`src/rtl/regfile_dump_pkg.sv`:
```
// Shared definitions for the register-file readout engine: FSM state
// encoding, default widths and the wrap-around beat-count helper.
package regfile_dump_pkg;

    localparam int DEF_ADDR_W = 5;
    localparam int DEF_DATA_W = 32;

    typedef enum logic [1:0] {
        IDLE = 2'd0,
        READ = 2'd1,
        SEND = 2'd2,
        SUM  = 2'd3
    } state_t;

    // Number of register beats for a first..last walk that wraps modulo 2^addr_w.
    function automatic int unsigned beat_count(
        input int unsigned first_idx,
        input int unsigned last_idx,
        input int unsigned addr_w
    );
        int unsigned mask;
        mask = (32'd1 << addr_w) - 32'd1;
        return ((last_idx - first_idx) & mask) + 32'd1;
    endfunction

endpackage

```
`src/rtl/regfile_dump.sv`:
```
// Register-file readout engine for the CPU debug path.
// Walks a wrap-around register range through a spare asynchronous read
// port and streams each value out over valid/ready, tagged with its index.
// Optional trailing checksum beat: define REGFILE_DUMP_CHECKSUM_EN.
module regfile_dump
    import regfile_dump_pkg::*;
#(
    parameter int ADDR_W = DEF_ADDR_W,
    parameter int DATA_W = DEF_DATA_W
) (
    input  logic              clk,
    input  logic              rst_n,
    input  logic              start,
    input  logic [ADDR_W-1:0] first,
    input  logic [ADDR_W-1:0] last,
    output logic              busy,
    output logic [ADDR_W-1:0] rf_addr,
    input  logic [DATA_W-1:0] rf_rdata,
    output logic              out_valid,
    input  logic              out_ready,
    output logic [DATA_W-1:0] out_data,
    output logic [ADDR_W-1:0] out_idx,
    output logic              out_last,
    output logic              out_sum,
    output logic              done
);

    state_t              r_state;
    state_t              w_nextState;
    logic [ADDR_W-1:0]   r_idx;
    logic [ADDR_W-1:0]   r_end;
    logic [DATA_W-1:0]   r_outData;
    logic [ADDR_W-1:0]   r_outIdx;
    logic                r_outValid;
    logic                r_outLast;
    logic                r_done;
    logic                w_handshake;
    logic                w_atEnd;
`ifdef REGFILE_DUMP_CHECKSUM_EN
    logic [DATA_W-1:0]   r_acc;
    logic                r_outSum;
`endif

    assign w_handshake = r_outValid & out_ready;
    assign w_atEnd     = (r_idx == r_end);

    assign busy      = (r_state != IDLE);
    assign rf_addr   = r_idx;
    assign out_valid = r_outValid;
    assign out_data  = r_outData;
    assign out_idx   = r_outIdx;
    assign out_last  = r_outLast;
    assign done      = r_done;
`ifdef REGFILE_DUMP_CHECKSUM_EN
    assign out_sum   = r_outSum;
`else
    assign out_sum   = 1'b0;
`endif

    // State register; reset abandons any in-flight beat.
    always_ff @(posedge clk or negedge rst_n) begin
        if (!rst_n) begin
            r_state <= IDLE;
        end else begin
            r_state <= w_nextState;
        end
    end

    // Next-state logic: one READ/SEND pair per register, optional SUM beat at the end.
    always_comb begin
        w_nextState = r_state;
        case (r_state)
            IDLE: begin
                if (start) begin
                    w_nextState = READ;
                end
            end
            READ: begin
                w_nextState = SEND;
            end
            SEND: begin
                if (w_handshake) begin
                    if (!w_atEnd) begin
                        w_nextState = READ;
                    end else begin
`ifdef REGFILE_DUMP_CHECKSUM_EN
                        w_nextState = SUM;
`else
                        w_nextState = IDLE;
`endif
                    end
                end
            end
`ifdef REGFILE_DUMP_CHECKSUM_EN
            SUM: begin
                if (w_handshake) begin
                    w_nextState = IDLE;
                end
            end
`endif
            default: begin
                w_nextState = IDLE;
            end
        endcase
    end

    // Walk pointer, output beat register, checksum and done pulse.
    always_ff @(posedge clk or negedge rst_n) begin
        if (!rst_n) begin
            r_idx      <= '0;
            r_end      <= '0;
            r_outData  <= '0;
            r_outIdx   <= '0;
            r_outValid <= 1'b0;
            r_outLast  <= 1'b0;
            r_done     <= 1'b0;
`ifdef REGFILE_DUMP_CHECKSUM_EN
            r_acc      <= '0;
            r_outSum   <= 1'b0;
`endif
        end else begin
            r_done <= 1'b0;
            case (r_state)
                IDLE: begin
                    if (start) begin
                        r_idx <= first;
                        r_end <= last;
`ifdef REGFILE_DUMP_CHECKSUM_EN
                        r_acc <= '0;
`endif
                    end
                end
                READ: begin
                    r_outData  <= rf_rdata;
                    r_outIdx   <= r_idx;
                    r_outValid <= 1'b1;
`ifdef REGFILE_DUMP_CHECKSUM_EN
                    r_outLast  <= 1'b0;
                    r_outSum   <= 1'b0;
                    r_acc      <= r_acc + rf_rdata;
`else
                    r_outLast  <= w_atEnd;
`endif
                end
                SEND: begin
                    if (w_handshake) begin
                        if (!w_atEnd) begin
                            r_idx      <= r_idx + ADDR_W'(1);
                            r_outValid <= 1'b0;
                            r_outLast  <= 1'b0;
                        end else begin
`ifdef REGFILE_DUMP_CHECKSUM_EN
                            r_outData  <= r_acc;
                            r_outIdx   <= r_end;
                            r_outSum   <= 1'b1;
                            r_outLast  <= 1'b1;
`else
                            r_outValid <= 1'b0;
                            r_outLast  <= 1'b0;
                            r_done     <= 1'b1;
`endif
                        end
                    end
                end
`ifdef REGFILE_DUMP_CHECKSUM_EN
                SUM: begin
                    if (w_handshake) begin
                        r_outValid <= 1'b0;
                        r_outLast  <= 1'b0;
                        r_outSum   <= 1'b0;
                        r_done     <= 1'b1;
                    end
                end
`endif
                default: begin
                    r_outValid <= 1'b0;
                end
            endcase
        end
    end

endmodule

```
`config.mk`:
```
export PLATFORM = sky130hd
export DESIGN_NAME = regfile_dump
export DESIGN_NICKNAME = d
export VERILOG_FILES = /design/src/rtl/regfile_dump_pkg.sv /design/src/rtl/regfile_dump.sv
export SDC_FILE = /design/constraint.sdc
export NUM_CORES = 1
export LEC_CHECK = 0
export ABC_AREA = 1
export CAP_MARGIN = 10
export CORE_MARGIN = 3
export CORE_UTILIZATION = 35
export DETAILED_ROUTE_END_ITERATION = 8
export PLACE_DENSITY_LB_ADDON = 0.05
export SYNTH_ARGS = -nofsm -noshare
export SYNTH_HDL_FRONTEND = slang
export SYNTH_SLANG_ARGS = --single-unit
```
`constraint.sdc`:
```
create_clock -name clk -period 2.1 [get_ports clk]
set_input_delay 0.42 -clock clk [delete_from_list [all_inputs] [get_ports clk]]
set_output_delay 0.42 -clock clk [all_outputs]
set_load 0.005 [all_outputs]
```
; ---- Word level (Yosys, flattened, before mapping)
; Cells that the tools add are included.
[totals]
ff_bits = 52
inputBits = 46
[classes]
n_addsub = 1
n_eq_ne = 6
mux = 14
bitwise_logic = 2
n_reduce_logical = 9
[ops]
columns = cell, count
row1 = $mux 5, 3
row2 = $pmux 5 s2, 1
row3 = $reduce_and 2->1, 4
row4 = $ne 2x2->1 const B, 3
row5 = $pmux 2 s3, 1
row6 = $reduce_bool 2->1, 3
row7 = $add 5x1->5 const B, 1
row8 = $eq 5x5->1, 1
row9 = $mux 1, 5
row10 = $mux 2, 2
row11 = $reduce_and 4->1, 1
row12 = $pmux 1 s3, 1
row13 = $eq 2x1->1 const B, 1
row14 = $eq 2x2->1 const B, 1
row15 = $logic_not 2->1, 1
row16 = $pmux 1 s2, 1
row17 = $and 1x1->1, 1
row18 = $not 1->1, 1

; ---- Longest topological paths before layout
; Gate-level depths: netlist of the first run.
[logic_depth]
word_depth = 4
ltp_mapped = 8
mapped_depth_nobuf = 8

; ---- Least setup slack after synthesis of the first run
; Ideal clock, no wire load.
[synth_path]
kind = register -> register
from = reg r_state[0]
to = reg r_outData[12] (netlist: out_data[12])
arrival_ns = 1.070
t_required_ns = 1.975
path_slack_ns = 0.905
path_stages_with_launch = 4
period_less_slack_ns = 1.195
path_cell_list = dfrtp_1 nand2_2 buf_6 mux2_4
[synth_between]
elab_chain_cells = 1
[synth_rtl]
columns = item, line_no
row1 = "start, declared", regfile_dump.sv:28  ; state_t r_state;
row2 = "start signal, assigned", regfile_dump.sv:65  ; r_state <= w_nextState;
row3 = $eq 2x1->1, regfile_dump.sv:123  ; case (r_state)
row4 = "end signal, assigned", regfile_dump.sv:134  ; r_outData <= rf_rdata;
row5 = "end, declared", regfile_dump.sv:32  ; logic [DATA_W-1:0] r_outData;
; Every way passes these cells.
; A chain may end at the register's enable or synchronous reset.

; ---- Worst setup path after layout of the first run
[layout_path]
from = reg r_state[0]
to = out busy
[layout_between]
elab_chain_cells = 1
[layout_rtl]
columns = item, line_no
row1 = $reduce_bool 2->1, regfile_dump.sv:47  ; assign busy = (r_state != IDLE);
row2 = "end, declared", regfile_dump.sv:16  ; output logic busy,
; Every way passes these cells.

==> results of run 1 <==
## routing by layer
layer	vias to the layer above	global-route usage, %	routed length, um
li1	796	-	-
met3	6	4.16	323
met4	0	4.18	62
met1	772	19.0	2310
met5	-	0	0
met2	53	21.6	2400
## final cells by class
class	instances	area [um2]	share of cell area [%]
clock buffers	7	86.3	2.54
inverters	12	45.0	1.33
multi-input cells	117	923	27.2
flip-flops and latches	52	1300	38.3
clock inverters	1	7.51	0.221
well taps	77	96.3	2.84
repair buffers	93	933	27.5
## cell usage in the layout, fill, tap and decap left out, types with 4 or more instances in the layout
cell type	instances
clkdlybuf4s50_1	90
dfrtp_1	52
nand2_1	36
mux2_4	29
inv_1	10
nand3_1	10
nor2_1	8
o21ai_0	8
mux2_2	6
clkbuf_8	6
a21oi_1	5
nand2_2	4
## where the power goes
part	internal, W	switching (W)
Combinational	0.00161	0.000912
Clock	0.000268	0.000309
Sequential	0.00149	0.000327
## per-stage QoR
| stage | total power, W | setup slack (ns) | utilization, % | cells |
|---|---|---|---|---|
| 3_3_place_gp | 0.00438 | 0.566 | 51.7 | 351 |
| 5_1_grt | 0.00531 | 0.189 | 53.1 | 359 |
| 2_1_floorplan | 0.00320 | 0.905 | - | 186 |
| 4_1_cts | 0.00502 | 0.241 | 53.1 | 359 |
| 3_5_place_dp | 0.00440 | 0.548 | 51.7 | 351 |
| 6_report | 0.00492 | 0.261 | 53.1 | 359 |
## sequential cells by signal (all words and copies together), names as in the netlist
signal	flops
done	1
out_idx	5
out_valid	1
r_state	2
out_data	32
rf_addr	5
out_last	1
r_end	5
## kinds of logic after synthesis
family | count (synthesis) | synth area share, %
AND/OR/NAND/NOR | 64 | 13.5
XOR/XNOR | 3 | 1.14
other | 1 | 0.162
multiplexers | 35 | 21.7
buffers and inverters | 17 | 3.89
adder cells (fa/ha/maj) | 1 | 0.540
flip-flops | 52 | 56.2
AO/OA/AOI/OAI | 13 | 2.81
## worst paths after layout
kind | to | startpoint | cells past startpoint
worst max-delay path | busy | r_state[0]$_DFFE_PN0P_ | 3
worst min-delay path | out_data[30]$_DFFE_PN0P_ | rst_n | 2
worst max register to register | rf_addr[4]$_DFFE_PN0P_ | rf_addr[0]$_DFFE_PN0P_ | 7
worst min register to register | out_idx[4]$_DFFE_PN0P_ | out_idx[4]$_DFFE_PN0P_ | 2
max in group asynchronous | r_state[0]$_DFFE_PN0P_ | rst_n | 2
min in group clk | out_idx[4]$_DFFE_PN0P_ | out_idx[4]$_DFFE_PN0P_ | 2
## critical path, delay by kind of cell (launching register included)
| family | cells | cell delay, ns |
|---|---|---|
| buffers and inverters | 2 | 0.51 |
| DFF | 1 | 0.45 |
| and+or+nand+nor | 1 | 0.18 |
==> results.yml, run 1 <==
run_status:
  status: "finished clean"
synthesis:
  synth_commonest_cells: "dfrtp_1 (52), nand2_1 (36), mux2_4 (29)"
  seq_area_frac_synth_pct: 56.2
  syn_area_per_cell_um2: 12.4
  synth_top_area_cell: "dfrtp_1"
  synth_edf_count: 0
  synthArstFlopShare_pct: 100
  yosysWarnings: 0
  synth_most_common_cell: "dfrtp_1"
  ys_types: 22
  ys_ff_latch: 52
  synth_cells: 186
  syn-cell-area_um2: 2310
  synth_nets: 233
  synth_ff_type: "dfrtp_1"
  synth_top_cell_area_share_pct: 56.2
  ys_top_cells_by_area: "dfrtp_1 (56%), mux2_4 (19%), nand2_1 (5.8%), mux2_2 (2.9%), nand3_1 (2.2%)"
floorplanning:
  start_util_pct: 36.2
  ios: 93
  rows: 29
  die_area_um2: 7630
  die_x_um: 87.3
  core_um2: 6390
  die_h_um: 87.3
clock_network:
  cts_buffer_depth: 2
  cts_tree: "yes"
  cts_hold_buf: 0
  cts_buffers: 5
  cts_resized: 0
  htree_levels: 2
  cts_root_buf: "clkbuf_8"
  cts_sinks: 52
  clkSlewWorstSetupHoldPaths_ns: 0.09
  post_cts_buffers: 0
  clkLatencyLatePin_ns: 0.30
worst_setup_path:
  cp.required_ns: 1.68
  slowest_stage: "dfrtp_1"
  r2r_setup_slack_ns: 0.75
  start_kind: "flip-flop"
  crit_path_end_kind: "output pin"
  cp_max_fo: 4
  cp_cell_sequence: "nor2_1 > inv_1 > clkdlybuf4s50_1"
  crit_path_max_incr_delay_ns: 0.45
  crit_type: "reg2out"
  arrival_ns: 1.42
global_route:
  grt_pass1_vias: 1638
  grt_overflow_total: 0
  antenna_found_initial: 0
  grt_max_degree: 53
  grt_pass1_wl_um: 8220
  track_usage_pct: 14.0
sta:
  fin_crit_ns: 1.84
  fin_skew_ns: 0.00907
  fin_crit_sh_pct: 87.6
  slew_viol_final: 0
  hold_viol_final: 0
  holdWs_ns: 0.228
  worstMarginPinSlew_ns: 0.649
  max_slew_margin_pct: 56.8
  rsz0062_at_grt: "no"
  fmax_mhz: 544
  setup_violations: 0
  setup_tns_ns: 0
placement:
  place_area_um2: 3300
  gp_congestion: 0.792
  numPortBuffers: 91
  place_hpwl_um: 3610
power_and_ir_drop:
  peakVddDrop_uv: 644
  p_leak_nw: 1.59
  power-per-cell-area_nw_per_um2: 1450
route:
  firstDrtPassIters: 4
  postRouteAntennaNets: 0
  drt_iter0_markers: 48
  routedWlPerCell_um: 14.2
  vias_per_cell: 4.53
  drc: 0
  vias: 1627
  routed_wl_um: 5100
layout:
  final_nets: 328
  area_growth_pct: 46.6
  drive_above_1_share_pct: 20.2
  design_area_um2: 3390
  antenna_cells: 0
  fill_cells: 595
min_path:
  worstHoldPathType: "in2async"
flow_run:
  maxCapViolCount: 0
Note: power is estimated with default switching activity, not from simulation.
==> inputs of run 2 (changes only) <==
- PLACE_DENSITY: not set -> 0.67
- PLACE_DENSITY_LB_ADDON: 0.05 -> not set
==> results.yml, run 2 (same netlist as run 1, synthesis figures left out) <==
route:
  firstDrtPassIters: 6
  routed_wl_um: 5240
  vias: 1642
  postRouteAntennaNets: 0
  vias_per_cell: 4.56
  drt_iter0_markers: 86
  routedWlPerCell_um: 14.6
  drc: 0
floorplanning:
  die_area_um2: 7630
  die_x_um: 87.3
  rows: 29
  start_util_pct: 36.2
  die_h_um: 87.3
  ios: 93
  core_um2: 6390
layout:
  multiInputGateArea_um2: 923
  fill_cells: 573
  final_common_cell: "clkdlybuf4s50_1"
  largest_register_ffs: 32
  area_growth_pct: 47.2
  seqCellArea_um2: 1300
  antenna_cells: 0
  final_nets: 329
  drive_above_1_share_pct: 20.8
  final_cell_mix: "clkdlybuf4s50_1 (90), dfrtp_1 (52), nand2_1 (36)"
  layout.cells.non_filler: 360
global_route:
  use_met3_pct: 4.07
  track_usage_pct: 14.8
  grt_max_degree: 28
  grt_pass1_vias: 1645
  met2_usage_pct: 21.3
  grt.busiest_layer: "met1"
  grt_pass1_wl_um: 8630
  antenna_found_initial: 0
  use_met1_pct: 21.7
  grt_overflow_total: 0
worst_setup_path:
  slowest_stage: "clkdlybuf4s50_1"
  r2r_setup_slack_ns: 0.71
  crit_type: "reg2out"
  crit_family: "buffers and inverters"
  start_kind: "flip-flop"
  cp.required_ns: 1.68
  arrival_ns: 1.43
  cp_cell_sequence: "nor2_1 > inv_1 > clkdlybuf4s50_1"
  cp_max_fo: 4
  critPathBufInv: 2
  crit_path_end_kind: "output pin"
  crit_path_max_incr_delay_ns: 0.46
clock_network:
  cts_buffer_depth: 2
  cts_hold_buf: 0
  cts_buffers: 5
  htree_levels: 2
  cts_resized: 0
  cts_sinks: 52
  post_cts_buffers: 0
  clkSlewWorstSetupHoldPaths_ns: 0.10
  cts_root_buf: "clkbuf_8"
  cts_tree: "yes"
  clkLatencyLatePin_ns: 0.30
sta:
  setup_tns_ns: 0
  fin_crit_ns: 1.85
  max_slew_margin_pct: 57.6
  setup_violations: 0
  fin_skew_ns: 0.00980
  rsz0062_at_grt: "no"
  hold_viol_final: 0
  slew_viol_final: 0
  fin_crit_sh_pct: 88.1
  worstMarginPinSlew_ns: 0.636
  fmax_mhz: 541
min_path:
  worstHoldPathType: "in2async"
power_and_ir_drop:
  peakVddDrop_uv: 809
  p_leak_nw: 1.60
  power-per-cell-area_nw_per_um2: 1450
placement:
  gp_congestion: 0.767
  numPortBuffers: 91
  dp_cells: 352
  place_hpwl_um: 3870
run_status:
  status: "finished clean"
flow_run:
  maxCapViolCount: 0
## run 2: cell types whose count changed in the layout (fill, tap and decap cells not counted)
cell        delta
clkinvlp_4     -1
clkbuf_1       -1
clkbuf_8       -1
clkinv_4       +1
clkinv_2       +2
buf_12         +1
## run 2: worst register-to-register path: cells and delay by family, from the launching register on
family / cells / cell delay (ns)
DFF: 1 / 0.45
muxes: 1 / 0.38
buffers and inverters: 1 / 0.25
and+or+nand+nor: 1 / 0.22
## run 2: area by class of cell
cell class / count / share of cell area (%)
tap: 77 / 2.83
clock inverter: 3 / 0.551
multi-input combinational: 117 / 27.1
clock buffer: 5 / 2.02
sequential: 52 / 38.2
inverter: 12 / 1.32
timing repair buffer: 94 / 28.0
## run 2: power by group
group,total [W],internal [W],switching [W],leakage [nW]
registers,0.00182,0.00149,0.000335,0.621
logic,0.00254,0.00162,0.000920,0.930
clock network,0.000562,0.000233,0.000329,0.0479
total,0.00493,0.00334,0.00158,1.60
## run 2: path summary, 6_finish.rpt
path | start | endpoint | cells after the start
max | r_state[0]$_DFFE_PN0P_ | busy | 3
max in group asynchronous | rst_n | out_data[9]$_DFFE_PN0P_ | 2
min reg2reg | r_state[1]$_DFFE_PN0P_ | out_valid$_DFFE_PN0P_ | 1
min in group clk | r_state[1]$_DFFE_PN0P_ | out_valid$_DFFE_PN0P_ | 1
max reg2reg | r_state[0]$_DFFE_PN0P_ | out_data[10]$_DFFE_PN0P_ | 3
min | rst_n | out_valid$_DFFE_PN0P_ | 1
## run 2: layer usage
| metal | part of all wire (%) | up-vias |
|---|---|---|
| met5 | 0 | - |
| met3 | 9.5 | 2 |
| li1 | - | 800 |
| met1 | 48 | 765 |
| met2 | 42 | 75 |
| met4 | 0.55 | 0 |
## run 2: metrics by stage
stage	hold slack (ns)	area (um2)	worst slack (ns)	utilization, %	total power [W]
2_1_floorplan	0.124	2310	0.905	-	0.00320
3_3_place_gp	0.464	3320	0.581	52.0	0.00437
5_1_grt	0.150	3410	0.176	53.4	0.00533
6_report	0.131	3410	0.250	53.4	0.00493
3_5_place_dp	0.477	3320	0.553	52.0	0.00441
4_1_cts	0.137	3410	0.239	53.4	0.00500
